--- src/rtl/elu_table_loader_pkg.sv ---
// Shared constants and state encoding for the ELU table writer.
// Build option: ELU_TABLE_CHECKSUM_EN adds a trailing checksum word to every load.
package elu_table_loader_pkg;

  localparam int unsigned EluTableWords  = 1597;
  localparam int unsigned EluTableAwidth = 11;
  localparam int unsigned EluTableDwidth = 8;

  typedef enum logic [1:0] {
    StIdle,
    StLoad,
    StCheck,
    StFin
  } load_state_e;

endpackage

--- src/rtl/elu_table_ram.sv ---
// ELU table storage: one write port fed by the loader, one registered read port for lookup.
module elu_table_ram #(
  parameter int unsigned DWIDTH = 8,
  parameter int unsigned AWIDTH = 11,
  parameter int unsigned WORDS  = 1597
) (
  input  logic              clk,
  input  logic              wr_en,
  input  logic [AWIDTH-1:0] wr_addr,
  input  logic [DWIDTH-1:0] wr_data,
  input  logic              rd_en,
  input  logic [AWIDTH-1:0] rd_addr,
  output logic [DWIDTH-1:0] rd_data
);

  logic [DWIDTH-1:0] mem [WORDS];
  logic [DWIDTH-1:0] rd_data_q;

  always_ff @(posedge clk) begin
    if (wr_en && (wr_addr < AWIDTH'(WORDS))) begin
      mem[wr_addr] <= wr_data;
    end
  end

  always_ff @(posedge clk) begin
    if (rd_en && (rd_addr < AWIDTH'(WORDS))) begin
      rd_data_q <= mem[rd_addr];
    end
  end

  assign rd_data = rd_data_q;

endmodule

--- src/rtl/elu_table_loader.sv ---
// Streams WORDS table words over valid/ready into the ELU table RAM at addresses 0..WORDS-1.
// Build option: ELU_TABLE_CHECKSUM_EN (one extra stream word carrying the mod-2^DWIDTH sum).
module elu_table_loader
  import elu_table_loader_pkg::*;
#(
  parameter int unsigned DWIDTH = EluTableDwidth,
  parameter int unsigned AWIDTH = EluTableAwidth,
  parameter int unsigned WORDS  = EluTableWords
) (
  input  logic              clk,
  input  logic              rst_n,
  input  logic              start,
  input  logic              s_valid,
  output logic              s_ready,
  input  logic [DWIDTH-1:0] s_data,
  output logic              wr_en,
  output logic [AWIDTH-1:0] wr_addr,
  output logic [DWIDTH-1:0] wr_data,
  output logic              busy,
  output logic              done,
  output logic              table_valid,
  output logic              err
);

  localparam logic [AWIDTH-1:0] LastAddr = AWIDTH'(WORDS - 1);

  load_state_e       state_q, state_d;
  logic [AWIDTH-1:0] cnt_q, cnt_d;
  logic              wr_en_q, wr_en_d;
  logic [AWIDTH-1:0] wr_addr_q, wr_addr_d;
  logic [DWIDTH-1:0] wr_data_q, wr_data_d;
  logic              table_valid_q, table_valid_d;
  logic              hs;
`ifdef ELU_TABLE_CHECKSUM_EN
  logic              err_q, err_d;
  logic [DWIDTH-1:0] sum_q, sum_d;
`endif

  // Ready depends only on registered state, never on s_valid.
  assign s_ready = (state_q == StLoad) || (state_q == StCheck);
  assign hs      = s_valid & s_ready;

  always_comb begin
    state_d       = state_q;
    cnt_d         = cnt_q;
    wr_en_d       = 1'b0;
    wr_addr_d     = wr_addr_q;
    wr_data_d     = wr_data_q;
    table_valid_d = table_valid_q;
`ifdef ELU_TABLE_CHECKSUM_EN
    err_d         = err_q;
    sum_d         = sum_q;
`endif
    if (start) begin
      // Restart wins over any handshake in the same cycle; that word is dropped.
      state_d       = StLoad;
      cnt_d         = '0;
      table_valid_d = 1'b0;
`ifdef ELU_TABLE_CHECKSUM_EN
      err_d         = 1'b0;
      sum_d         = '0;
`endif
    end else begin
      unique case (state_q)
        StLoad: begin
          if (hs) begin
            wr_en_d   = 1'b1;
            wr_addr_d = cnt_q;
            wr_data_d = s_data;
`ifdef ELU_TABLE_CHECKSUM_EN
            sum_d     = sum_q + s_data;
`endif
            if (cnt_q == LastAddr) begin
`ifdef ELU_TABLE_CHECKSUM_EN
              state_d = StCheck;
`else
              state_d       = StFin;
              table_valid_d = 1'b1;
`endif
            end else begin
              cnt_d = cnt_q + 1'b1;
            end
          end
        end
        StCheck: begin
`ifdef ELU_TABLE_CHECKSUM_EN
          if (hs) begin
            state_d = StFin;
            if (s_data == sum_q) begin
              table_valid_d = 1'b1;
            end else begin
              err_d = 1'b1;
            end
          end
`else
          state_d = StIdle;
`endif
        end
        StFin:   state_d = StIdle;
        default: state_d = state_q;
      endcase
    end
  end

  always_ff @(posedge clk or negedge rst_n) begin
    if (!rst_n) begin
      state_q       <= StIdle;
      cnt_q         <= '0;
      wr_en_q       <= 1'b0;
      wr_addr_q     <= '0;
      wr_data_q     <= '0;
      table_valid_q <= 1'b0;
`ifdef ELU_TABLE_CHECKSUM_EN
      err_q         <= 1'b0;
      sum_q         <= '0;
`endif
    end else begin
      state_q       <= state_d;
      cnt_q         <= cnt_d;
      wr_en_q       <= wr_en_d;
      wr_addr_q     <= wr_addr_d;
      wr_data_q     <= wr_data_d;
      table_valid_q <= table_valid_d;
`ifdef ELU_TABLE_CHECKSUM_EN
      err_q         <= err_d;
      sum_q         <= sum_d;
`endif
    end
  end

  assign wr_en       = wr_en_q;
  assign wr_addr     = wr_addr_q;
  assign wr_data     = wr_data_q;
  assign busy        = s_ready;
  assign done        = (state_q == StFin);
  assign table_valid = table_valid_q;
`ifdef ELU_TABLE_CHECKSUM_EN
  assign err         = err_q;
`else
  assign err         = 1'b0;
`endif

  logic [DWIDTH-1:0] rd_data_unused;

  // Lookup read port is not used by the writer; it stays idle here.
  elu_table_ram #(
    .DWIDTH (DWIDTH),
    .AWIDTH (AWIDTH),
    .WORDS  (WORDS)
  ) u_ram (
    .clk     (clk),
    .wr_en   (wr_en_q),
    .wr_addr (wr_addr_q),
    .wr_data (wr_data_q),
    .rd_en   (1'b0),
    .rd_addr ('0),
    .rd_data (rd_data_unused)
  );

endmodule

--- config.mk ---
export PLATFORM = sky130hd
export DESIGN_NAME = elu_table_loader
export DESIGN_NICKNAME = d
export VERILOG_FILES = /design/src/rtl/elu_table_loader_pkg.sv /design/src/rtl/elu_table_ram.sv /design/src/rtl/elu_table_loader.sv
export SDC_FILE = /design/constraint.sdc
export NUM_CORES = 1
export LEC_CHECK = 0
export ABC_CLOCK_PERIOD_IN_PS = 2350
export BUFFER_PORTS_ARGS = -buffer_cell sky130_fd_sc_hd__buf_2
export CORE_MARGIN = 2
export CORE_UTILIZATION = 52
export DETAILED_ROUTE_END_ITERATION = 10
export HOLD_SLACK_MARGIN = 0.1
export PLACE_DENSITY = 0.78
export SETUP_SLACK_MARGIN = 0.15
export SYNTH_ARGS = -nofsm -noshare
export SYNTH_HDL_FRONTEND = slang
export SYNTH_SLANG_ARGS = --single-unit
--- constraint.sdc ---
create_clock -name clk -period 2.35 [get_ports clk]
set_input_delay 0.235 -clock clk [delete_from_list [all_inputs] [get_ports clk]]
set_output_delay 0.235 -clock clk [all_outputs]
set_load 0.02 [all_outputs]
# Word-level counts from Yosys, hierarchy flattened
# Cells that the tools add are included.
# word_totals
reg_bits	34
input_bits	12
output_inout_bits	25
elab_cells	41
# classes
add_sub_neg	1
n_eq_ne	7
n_mux	15
bitwise	2
n_reduce_logical	10
# ops
cell	n
two-way mux 11 bit	4
AND reduction 3 bit	4
adder 11 x 1 -> 11 bit, second input constant	1
equality test 11 bit, second input constant	1
two-way mux 1 bit	7
two-way mux 2 bit	3
nonzero test 2 bit	3
equality test 2 bit, second input constant	2
one-hot mux 2 bit (2 select lines)	1
inequality test 3 x 2 -> 1 bit, second input constant	1
inequality test 3 bit, second input constant	1
nonzero test 3 bit	1
equality test 2 x 1 -> 1 bit, second input constant	1
inequality test 2 bit, second input constant	1
OR reduction 2 bit	1
AND 1 bit	1
logical OR 1 bit	1
NOT 1 bit	1

# Depth between registers and ports, before layout
# logic_depth
depth_word	6
mapped_depth	6
mapped_depth_nobuf	6

# Least setup slack after synthesis
# Ideal clock, no wire load.
# synth_path
kind	reg-to-reg
startpoint	register state_q[1]
endpoint	register cnt_q[3]
setup_time_ns	0.127
arrival_time_ns	1.612
required_ns	2.223
slack_ns	0.611
stages_incl_launch_ff	7
period_less_slack_ns	1.739
cell_sequence	dfrtp_1 inv_1 ha_1 and3b_1 o31a_4 nand4_1 mux2_1
# synth_via
elab_chain_len	5
elab_cells_between_ends	7
# synth_lines
item	line_no	source
start: declaration	elu_table_loader.sv:27	load_state_e state_q, state_d;
start signal: assignment	elu_table_loader.sv:107	state_q <= StIdle;
start signal: assignment	elu_table_loader.sv:118	state_q <= state_d;
equality test 2 x 1 -> 1 bit / equality test 2 bit (equally long branches)	elu_table_loader.sv:40, elu_table_loader.sv:64	
logical OR 1 bit	elu_table_loader.sv:40	assign s_ready = (state_q == StLoad) || (state_q == StCheck);
AND 1 bit	elu_table_loader.sv:41	assign hs = s_valid & s_ready;
nonzero test 2 bit (no source line)	n/a	
AND reduction 3 bit (no source line) *	n/a	
end signal: assignment	elu_table_loader.sv:119	cnt_q <= cnt_d;
end: declaration	elu_table_loader.sv:28	logic [AWIDTH-1:0] cnt_q, cnt_d;
# Every way passes the cells marked *; elsewhere a longest branch is shown, timed or not.
# A chain may end at the register's enable or synchronous reset.

# Worst setup path in the final report
# layout_path
startpoint	register state_q[1]
endpoint	register wr_data_q[4], in the netlist wr_data[4]
# layout_via
elab_chain_len	4
elab_cells_between_ends	5
# layout_lines
item	line_no	source
equality test 2 x 1 -> 1 bit / equality test 2 bit (equally long branches)	elu_table_loader.sv:40, elu_table_loader.sv:64	
logical OR 1 bit	elu_table_loader.sv:40	
AND 1 bit	elu_table_loader.sv:41	
AND reduction 3 bit (no source line) *	n/a	
end signal: assignment	elu_table_loader.sv:122	wr_data_q <= wr_data_d;
end: declaration	elu_table_loader.sv:31	logic [DWIDTH-1:0] wr_data_q, wr_data_d;
# Marks and branches as above.

==> flow_metrics.tcl <==
set metrics [dict create \
    synth_ff_type "dfrtp_1" \
    endpoint "wr_data[4]" \
    synth_most_common_cell "dfrtp_1" \
    path_depth 6 \
    status "finished, violations left" \
    clk_latency_ns 0.33 \
    power_density_mw_per_mm2 605 \
    drt-wirelength-per-cell_um 14.7 \
    synth_top_cell_by_area "dfrtp_1" \
    grt_max_degree 35 \
    async_flop_share_pct 100 \
    syn-num-nets 142 \
    die_w_um 58.9 \
    period_minus_slack_ns 1.95 \
    postCtsHoldBufs 1 \
    synth_common_cells "dfrtp_1, mux2_2, nor2_1" \
    synth-seq-cells 34 \
    ys_warn_count 0 \
    critPathSlowestCell "dfrtp_1" \
    relSlewSlack_pct 53.2 \
    io_buffers 35 \
    cts_sinks 34 \
    worstPathMaxFanout 20 \
    syn_to_final_growth_pct 16.5 \
    drtIter0Drc 12 \
    max-cap-violations 0 \
    startpoint "state_q[1]" \
    gp_congestion 0.853 \
    wirelength_um 2880 \
    antennaDiodeCount 0 \
    critPathMaxStageDelay_ns 0.41 \
    max_freq_ghz 0.512 \
    initial_core_util_pct 55.9 \
    worstPathArrival_ns 2.17 \
    ctsResizeCount 0 \
    die_area_mm2 0.00347 \
    ff2ff_path_depth 6 \
    route.detailed.drc 1 \
    synth_edf_count 0 \
    hpwl_um 2100 \
    routed_via_density 5.52 \
    ys_top_cells_by_area "dfrtp_1, mux2_2, ha_1, a21oi_1, nor2_1" \
    p_leak_nw 0.892 \
    worst_pin_slew_ns 0.701 \
    grt_pass1_wl_um 4730 \
    worstReg2RegEnd "wr_data[4]" \
    fin_crit_sh_pct 83.1 \
    post-cts-setup-buffers 0 \
    die_h_um 58.9 \
    fin_worst_skew_ns 0.00972 \
    fin_setup_tns_ns 0 \
    r2r-start "state_q[1]" \
    slew_viol_final 0 \
    grt-ovfl-total 0 \
    htreeDepth 2 \
    grt_setup_unrepaired "no" \
    io_pins 37 \
    clk_transition_reported_paths_ns 0.10 \
    grt_usage_pct 18.5 \
    ys_seq_area_share_pct 54.3 \
    synth_cells 126 \
    synth.cell_area_mm2 0.00157 \
    vias 1081 \
    ant_nets 0 \
    end_kind "flop" \
    power.total_mw 1.11 \
    cts_inserted_buffers 5 \
    crit_chain "inv_1 -> ha_1 -> nand3b_1 -> nor2_1 -> buf_4 -> mux2_2" \
    critPathKind "reg2reg" \
    cp_top_family "flip-flops" \
    fillers 234 \
    cts_tree "built" \
    reg2reg_slack_ns 0.40 \
    nNetsFinal 180 \
    rows 19 \
    final-hold-violation-count 0 \
    hold_class "in2reg" \
    start_kind "flop" \
    antenna_found_initial 0 \
    first_pass_iters 7 \
    first_global_vias 1024 \
    violations "design-rule violations" \
    avgSynthCellArea_um2 12.4 \
    synth_cell_types 41 \
    cts_max_path_buffers 2 \
    setup_viol 0 \
    drive_above_1_share_pct 41.8 \
    cp_num_buf_inv 2 \
    critPathRequiredTime_ns 2.57 \
    cts_root_buffer "clkbuf_4" \
    core_area_mm2 0.00281 \
    synth_top_area_share_pct 54.3 \
    irDropWorstVdd_mv 0.432 \
]
report_power, final:
part	internal (mW)	switching, mW
registers	0.615	0.0182
clock network	0.145	0.179
logic	0.0601	0.0894
cell usage in the layout, fill, tap and decap left out, types with 2 or more instances in the layout:
cell      instances
a21oi_1           7
buf_2            35
clkbuf_4          5
dfrtp_1          34
ha_1              4
inv_1             6
mux2_2           19
mux2i_1           2
nand3_1           4
nand4_2           2
nor2_1            8
o21ai_0           3
or3_1             3
xnor2_1           3
registers in the layout (all words and copies together), names as in the netlist:
name / cells
wr_data: 8
state_q: 2
table_valid: 1
cnt_q: 11
wr_addr: 11
wr_en: 1
stage by stage:
step	util (%)	hold slack [ns]	setup slack, ns	area [um^2]	std cells
2_1_floorplan	-	-0.0606	0.611	1570	126
3_3_place_gp	62.6	0.326	0.473	1760	187
3_5_place_dp	62.6	0.326	0.397	1760	187
4_1_cts	65.1	0.126	0.389	1830	196
5_1_grt	65.1	0.100	0.302	1830	196
6_report	65.1	0.130	0.397	1830	196
cell families after synthesis:
logic type,after synthesis,synth area share [%]
other,1,0.239
xor gates and xnor gates,4,2.24
AOI/OAI and AO/OA,16,7.02
adders and majority gates,4,3.19
DFF,34,54.3
buffers and inverters,12,3.51
muxes,22,15.6
and+or+nand+nor,33,13.9
layer usage:
metal  wire length (um)  vias up  global-route usage (%)
li1                   -      522                       -
met1               1330      536                    25.2
met2               1420       19                    27.6
met3                109        4                    6.59
met4                 26        0                    6.17
met5                  0        -                       0
cell type report:
cell class	instances	area [um^2]	area share (%)
sequential	34	851	46.6
clock inverter	1	5.00	0.274
timing repair buffer	37	193	10.5
clock buffer	7	55.1	3.01
tap	31	38.8	2.12
multi-input combinational	80	662	36.2
inverter	6	22.5	1.23
worst min-delay path by stage:
| stage | startpoint | to | slack (ns) | cells past startpoint |
|---|---|---|---|---|
| 6_report | s_data[1] | wr_data[1] | 0.13 | 2 |
| 2_1_floorplan | rst_n | cnt_q[0] | -0.06 | 0 |
| 3_3_place_gp | rst_n | table_valid | 0.33 | 1 |
| 4_1_cts | s_data[5] | wr_data[5] | 0.13 | 2 |
| 3_5_place_dp | rst_n | table_valid | 0.33 | 1 |
| 5_1_grt | s_data[5] | wr_data[5] | 0.10 | 2 |
(Power assumes the default switching activity.)
